--- src/rtl/halton_seq_pkg.sv ---
// Shared types and constants for the Halton sequence driver and its result buffer.
package halton_seq_pkg;

    // Sequencer states
    typedef enum logic [1:0] {
        ST_IDLE      = 2'b00,
        ST_ISSUE     = 2'b01,
        ST_WAIT_DONE = 2'b10,
        ST_FINISH    = 2'b11
    } state_t;

    // Base selection codes understood by the Halton core
    localparam logic [1:0] BASE_SEL_2 = 2'b00;
    localparam logic [1:0] BASE_SEL_3 = 2'b01;
    localparam logic [1:0] BASE_SEL_7 = 2'b10;

    // 16.16 fixed-point result format
    localparam int FIX_W    = 32;
    localparam int FIX_FRAC = 16;

    // Index width and buffered entry layout {k, x, y}
    localparam int K_W     = 32;
    localparam int ENTRY_W = K_W + 2 * FIX_W;

    localparam int FIFO_DEPTH_DEF = 4;

    // Pack one result point into a buffer entry
    function automatic logic [ENTRY_W-1:0] pack_entry(
        input logic [K_W-1:0]   k,
        input logic [FIX_W-1:0] x,
        input logic [FIX_W-1:0] y
    );
        return {k, x, y};
    endfunction

endpackage

--- src/rtl/halton_result_fifo.sv ---
// Result buffer: power-of-two circular FIFO of {k, x, y} entries with occupancy count.
module halton_result_fifo
    import halton_seq_pkg::*;
#(
    parameter int DEPTH = FIFO_DEPTH_DEF,
    parameter int CNT_W = $clog2(DEPTH) + 1
) (
    input  logic               clk,
    input  logic               rst,
    input  logic               push,
    input  logic [ENTRY_W-1:0] push_data,
    input  logic               pop,
    output logic [ENTRY_W-1:0] head_data,
    output logic               empty,
    output logic               full,
    output logic [CNT_W-1:0]   count
);
    localparam int PTR_W = $clog2(DEPTH);

    logic [ENTRY_W-1:0] mem_r [DEPTH];
    logic [PTR_W-1:0]   wr_ptr_r;
    logic [PTR_W-1:0]   rd_ptr_r;
    logic [CNT_W-1:0]   count_r;
    logic               push_ok_s;
    logic               pop_ok_s;

    // Guard against overflow/underflow at the buffer boundary
    assign push_ok_s = push && !full;
    assign pop_ok_s  = pop && !empty;

    // Storage, pointers and occupancy; memory is cleared so the head reads zero out of reset
    always_ff @(posedge clk or posedge rst) begin
        if (rst) begin
            for (int i = 0; i < DEPTH; i++) begin
                mem_r[i] <= '0;
            end
            wr_ptr_r <= '0;
            rd_ptr_r <= '0;
            count_r  <= '0;
        end else begin
            if (push_ok_s) begin
                mem_r[wr_ptr_r] <= push_data;
                wr_ptr_r        <= wr_ptr_r + PTR_W'(1);
            end
            if (pop_ok_s) begin
                rd_ptr_r <= rd_ptr_r + PTR_W'(1);
            end
            case ({push_ok_s, pop_ok_s})
                2'b10:   count_r <= count_r + CNT_W'(1);
                2'b01:   count_r <= count_r - CNT_W'(1);
                default: count_r <= count_r;
            endcase
        end
    end

    assign head_data = mem_r[rd_ptr_r];
    assign empty     = (count_r == CNT_W'(0));
    assign full      = (count_r == CNT_W'(DEPTH));
    assign count     = count_r;

endmodule

--- src/rtl/halton_seq_driver.sv ---
// Halton sequence driver: issues indices to a Halton core one at a time and
// streams the buffered {k, x, y} results out over a valid/ready interface.
module halton_seq_driver
    import halton_seq_pkg::*;
#(
    parameter int FIFO_DEPTH = FIFO_DEPTH_DEF
) (
    input  logic             clk,
    input  logic             rst,
    input  logic             cfg_start,
    input  logic [K_W-1:0]   cfg_k_start,
    input  logic [31:0]      cfg_count,
    input  logic [1:0]       cfg_base0_sel,
    input  logic [1:0]       cfg_base1_sel,
    output logic             busy,
    output logic             seq_done,
    output logic             core_start,
    output logic [K_W-1:0]   core_k,
    output logic [1:0]       core_base0_sel,
    output logic [1:0]       core_base1_sel,
    input  logic [FIX_W-1:0] core_result_x,
    input  logic [FIX_W-1:0] core_result_y,
    input  logic             core_done,
    input  logic             core_ready,
    output logic             out_valid,
    input  logic             out_ready,
    output logic [K_W-1:0]   out_k,
    output logic [FIX_W-1:0] out_x,
    output logic [FIX_W-1:0] out_y
);
    localparam int CNT_W = $clog2(FIFO_DEPTH) + 1;

    state_t             state_r;
    logic [K_W-1:0]     k_r;
    logic [31:0]        remaining_r;
    logic [1:0]         base0_r;
    logic [1:0]         base1_r;

    logic               issue_ok_s;
    logic               capture_s;
    logic               push_s;
    logic               pop_s;
    logic               fifo_empty_s;
    logic               fifo_full_s;
    logic [CNT_W-1:0]   fifo_count_s;
    logic [ENTRY_W-1:0] head_s;

    // Issue only with a free slot, which stays reserved because at most one result is outstanding.
    // core_done seen in the start cycle itself belongs to an earlier computation and is ignored.
    assign issue_ok_s = core_ready && (fifo_count_s < CNT_W'(FIFO_DEPTH));
    assign capture_s  = (state_r == ST_WAIT_DONE) && core_done && !core_start;
    assign push_s     = capture_s && !fifo_full_s;
    assign pop_s      = !fifo_empty_s && out_ready;

    // Sequencer FSM with registered control outputs
    always_ff @(posedge clk or posedge rst) begin
        if (rst) begin
            state_r        <= ST_IDLE;
            k_r            <= '0;
            remaining_r    <= 32'd0;
            base0_r        <= BASE_SEL_2;
            base1_r        <= BASE_SEL_2;
            busy           <= 1'b0;
            seq_done       <= 1'b0;
            core_start     <= 1'b0;
            core_k         <= '0;
            core_base0_sel <= 2'b00;
            core_base1_sel <= 2'b00;
        end else begin
            core_start <= 1'b0;
            seq_done   <= 1'b0;
            case (state_r)
                ST_IDLE: begin
                    if (cfg_start) begin
                        k_r         <= cfg_k_start;
                        remaining_r <= cfg_count;
                        base0_r     <= cfg_base0_sel;
                        base1_r     <= cfg_base1_sel;
                        busy        <= 1'b1;
                        state_r     <= (cfg_count == 32'd0) ? ST_FINISH : ST_ISSUE;
                    end
                end
                ST_ISSUE: begin
                    if (issue_ok_s) begin
                        core_start     <= 1'b1;
                        core_k         <= k_r;
                        core_base0_sel <= base0_r;
                        core_base1_sel <= base1_r;
                        state_r        <= ST_WAIT_DONE;
                    end
                end
                ST_WAIT_DONE: begin
                    if (capture_s) begin
                        k_r         <= k_r + 32'd1;
                        remaining_r <= remaining_r - 32'd1;
                        state_r     <= (remaining_r == 32'd1) ? ST_FINISH : ST_ISSUE;
                    end
                end
                ST_FINISH: begin
                    seq_done <= 1'b1;
                    busy     <= 1'b0;
                    state_r  <= ST_IDLE;
                end
                default: begin
                    busy    <= 1'b0;
                    state_r <= ST_IDLE;
                end
            endcase
        end
    end

    halton_result_fifo #(
        .DEPTH (FIFO_DEPTH),
        .CNT_W (CNT_W)
    ) u_fifo (
        .clk       (clk),
        .rst       (rst),
        .push      (push_s),
        .push_data (pack_entry(k_r, core_result_x, core_result_y)),
        .pop       (pop_s),
        .head_data (head_s),
        .empty     (fifo_empty_s),
        .full      (fifo_full_s),
        .count     (fifo_count_s)
    );

    assign out_valid = !fifo_empty_s;
    assign out_k     = head_s[ENTRY_W-1 -: K_W];
    assign out_x     = head_s[2*FIX_W-1 -: FIX_W];
    assign out_y     = head_s[FIX_W-1:0];

endmodule

--- config.mk ---
export PLATFORM = sky130hd
export DESIGN_NAME = halton_seq_driver
export DESIGN_NICKNAME = d
export VERILOG_FILES = /design/src/rtl/halton_seq_pkg.sv /design/src/rtl/halton_result_fifo.sv /design/src/rtl/halton_seq_driver.sv
export SDC_FILE = /design/constraint.sdc
export NUM_CORES = 1
export LEC_CHECK = 0
export BUFFER_PORTS_ARGS = -buffer_cell sky130_fd_sc_hd__buf_4
export CORE_MARGIN = 5
export CORE_UTILIZATION = 59
export CTS_CLUSTER_DIAMETER = 30
export DETAILED_ROUTE_END_ITERATION = 12
export HOLD_SLACK_MARGIN = 0.08
export PLACE_DENSITY = 0.81
export SLEW_MARGIN = 20
export SYNTH_ARGS = -nofsm -noshare
export SYNTH_HDL_FRONTEND = slang
export SYNTH_SLANG_ARGS = --single-unit
--- constraint.sdc ---
create_clock -name clk -period 17.1 [get_ports clk]
set_clock_uncertainty 0.05 [all_clocks]
set_input_delay 1.71 -clock clk [delete_from_list [all_inputs] [get_ports clk]]
set_output_delay 1.71 -clock clk [all_outputs]
set_load 0.01 [all_outputs]
==> metrics.md <==
| Metric | Value |
|---|---|
| Status | finished clean |
| CORE AREA | 38,560 um^2 |
| Post-synthesis cell count | 1,642 |
| Mux cell area share after synthesis | 30.01% |
| Cell Rows | 72 |
| Final Hold Vio Count | 0 |
| Data arrival, critical path | 3.40 ns |
| CP max FO | 50 |
| Cts hold-fix bufs | 0 |
| Post-DP HPWL | 34,860 um |
| Nets@finish | 2,049 |
| Compound-Gate Fraction of Synth Area | 5.342% |
| Internal power | 0.004182 W |
| Gr usage total | 27.00% |
| Slowest cell on crit path | dfrtp_4 |
| Main synth FF type | dfrtp_1 |
| Critical-path cell list | buf_4 > mux4_2 > buf_4 |
| Top cell by count, worst path | buf_4 |
| Fin crit share | 30.19% |
| Seq/Total Area, Yosys | 54.57% |
| Post-Route WL | 57,910 um |
| Setup bufs post-CTS | 0 |
| Commonest cells after routing, fill and taps aside | 498 x dfrtp_1, 419 x mux2_2, 286 x buf_4, 105 x clkbuf_16, 96 x mux4_2 |
| Clk Tree Root Cell | clkbuf_16 |
| GP Congestion | 0.9381 |
| Total power | 0.006051 W |
| Die height | 207.1 um |
| Syn Area/Cell | 13.96 um^2 |
| CP bufs+invs | 2 |
| Startpoint types | flip-flop |
| Sw frac | 30.88% |
| Largest family of logic cells by synthesized area | multiplexers |
| Placement Cell Area | 25,250 um^2 |
| CTS sink cnt | 500 |
| CTS HTree Levels | 3 |
| CTS resizes | 0 |
| Top cells by area, synth | dfrtp_1 55%, mux2_2 21%, mux4_2 9.4%, a21oi_1 1.4%, nand2_1 1.2% |
| Starting Density | 59.47% |
| Worst Hold Depth | 2 |
| DRT antenna net count | 0 |
| Synth Area in Adders | 0.5238% |
| Final setup viols | 0 |
| Simple-gate share of the synthesized area | 6.521% |
| Synth Warn # | 0 |
| Comb pwr share | 29.5% |
| Synthesized flop and latch total | 500 |
| Slew @ Worst Pin | 1.107 ns |
| Dominant cell type by area after synthesis | dfrtp_1 |
| Post-layout min period | 5.163 ns |
| Die Span X | 207.1 um |
| Routed length per placed instance | 23.13 um |
| Fillers | 2,316 |
| Most common cell after layout, fill and taps aside | dfrtp_1 |
| Pin count of the biggest net entering global routing | 190 |
| Post-layout util | 75.18% |
| WP data required | 15.34 ns |
| Iter 0 DRT Violations | 1,053 |
| Area of the die | 42,910 um^2 |
| FF/Latch Area | 12,520 um^2 |
| Critical path's top delay family | buffers and inverters |
| Worst min path class | reg2reg |
| Setup TNS | 0 ns |
| GRT overflow | 0 |
| Crit-path max cell delay | 1.06 ns |
| Layout cells sized above 1 | 50.83% |
| IO Pins | 274 |
| P&R area growth vs syn | 26.42% |
| Initial antenna violation count | 0 |
| Pwr/cell area | 208.7 nW/um^2 |
| Max transition margin | 26.22% |
| Clk buf depth | 3 |
| Vias | 15,480 |
| Library cells used by synthesis | 71 |
| Worst r2r path cells | 5 |
| First-pass GRT wire length | 94,310 um |
| TritonCTS Buffers | 102 |
| Sequential fraction of design power | 35.7% |
| I/O Buffers | 273 |
| Max-cap violations | 0 |
| Via density | 6.181 |
| Cell count along the critical path | 3 |
| Clock network power share | 34.9% |
| CTS tree | built |
| Xor-xnor portion of the synthesized cell area | 0.2292% |
| Number of flops mapped to enable cells by yosys | 0 |
| Synth top area share | 54.57% |
| Leakage | 13.56 nW |
| Drt pass-1 iters | 7 |
| Synthesized cell area | 22,930 um^2 |
| Worst-path clk slew | 0.05 ns |
| Finished Cell Area | 28,990 um^2 |
| Max Clock Freq | 0.1937 GHz |
| Crit Path Class | reg2out |
| Area of the multi-input gates | 9833 um^2 |
| Switching power | 0.001869 W |
| Clk_lat worst skew | 0.62 ns |
| Post-synth ARST share | 100.0% |
| # DRC | 0 |
| R2r setup slk | 13.49 ns |
| Crit end category | primary output |
| Syn_nets | 1,789 |
| Vias in the first global route | 16,740 |
| Max Slew Vio Count | 0 |
| VDD IR max | 0.0001685 V |
| RSZ-0062 raised after global routing | no |
==> final timing paths <==
| kind | startpoint | to |
|---|---|---|
| worst max-delay path | u_fifo.rd_ptr_r[1]$_DFFE_PP0P_ | out_k[6] |
| worst min-delay path | base1_r[0]$_DFFE_PP0P_ | base1_r[0]$_DFFE_PP0P_ |
| worst max register to register | state_r[1]$_DFFE_PP0P_ | u_fifo.mem_r[147]$_DFFE_PP0P_ |
| worst min register to register | base1_r[0]$_DFFE_PP0P_ | base1_r[0]$_DFFE_PP0P_ |
| max in group asynchronous | rst | u_fifo.mem_r[69]$_DFFE_PP0P_ |
| min in group asynchronous | rst | u_fifo.mem_r[330]$_DFFE_PP0P_ |
==> metrics by stage <==
| stage | cells | hold WS, ns | worst slack [ns] |
|---|---|---|---|
| floorplan | 1642 | 0.3901 | 1.380 |
| global placement | 2314 | 0.4017 | 12.43 |
| detailed placement | 2315 | 0.4118 | 12.46 |
| CTS | 2502 | 0.4256 | 11.80 |
| global route | 2503 | 0.4472 | 11.64 |
| finish | 2504 | 0.4233 | 11.94 |
==> cell families after synthesis <==
logic type,count (synthesis)
muxes,515
DFF,500
and+or+nand+nor,272
AOI/OAI and AO/OA,193
buffers and inverters,147
adders and majority gates,9
xor gates and xnor gates,6
==> synthesized netlist by cell type (8+ instances only) <==
cell,count
a21oi_1,65
a2bb2oi_1,15
buf_1,36
buf_2,32
clkbuf_1,56
dfrtp_1,500
ha_1,8
inv_1,13
mux2_2,419
mux4_2,96
nand2_1,73
nand3_1,29
nand4_1,23
nor2_1,37
nor3_1,25
nor4_1,18
o21ai_0,42
o22ai_1,16
or3_1,9
==> final cells by class <==
class / instances / share of cell area (%)
Timing Repair Buffer: 290 / 7.679
Sequential cell: 500 / 43.19
Multi-Input combinational cell: 995 / 33.92
Tap cell: 518 / 2.236
Clock inverter: 53 / 2.775
Antenna cell: 1 / 0.008633
Clock buffer: 134 / 9.993
Inverter: 13 / 0.1942
==> power groups by stage <==
stage                     combinational (W)  sequential [W]  clock [W]
final                               0.00178         0.00216    0.00211
after global placement              0.00171         0.00211          0
after global routing                0.00193         0.00222    0.00220
after CTS                           0.00180         0.00215    0.00213
after detailed placement            0.00177         0.00215          0
after floorplan                     0.00130         0.00192          0
==> sequential cells by signal (all words and copies together) (netlist names) <==
name,flops
u_fifo.mem_r,384
core_k,32
k_r,32
remaining_r,32
u_fifo.count,3
base0_r,2
base1_r,2
core_base0_sel,2
core_base1_sel,2
state_r,2
u_fifo.rd_ptr_r,2
u_fifo.wr_ptr_r,2
busy,1
core_start,1
seq_done,1
==> tightest hold or removal path: stages (launching register included) <==
cell and delay (ns):
dfrtp_1 0.34, nand2_1 0.05, nand2_1 0.05
==> layer usage <==
| metal | wire, um | GRT usage (%) | vias to the layer above |
|---|---|---|---|
| met4 | 1538 | 8.732 | 0 |
| met3 | 4074 | 6.293 | 110 |
| met1 | 23140 | 35.81 | 8047 |
| met2 | 29160 | 44.74 | 597 |
| li1 | - | - | 6722 |
| met5 | 0 | 0 | - |
Power figures use the tool's default switching activity.
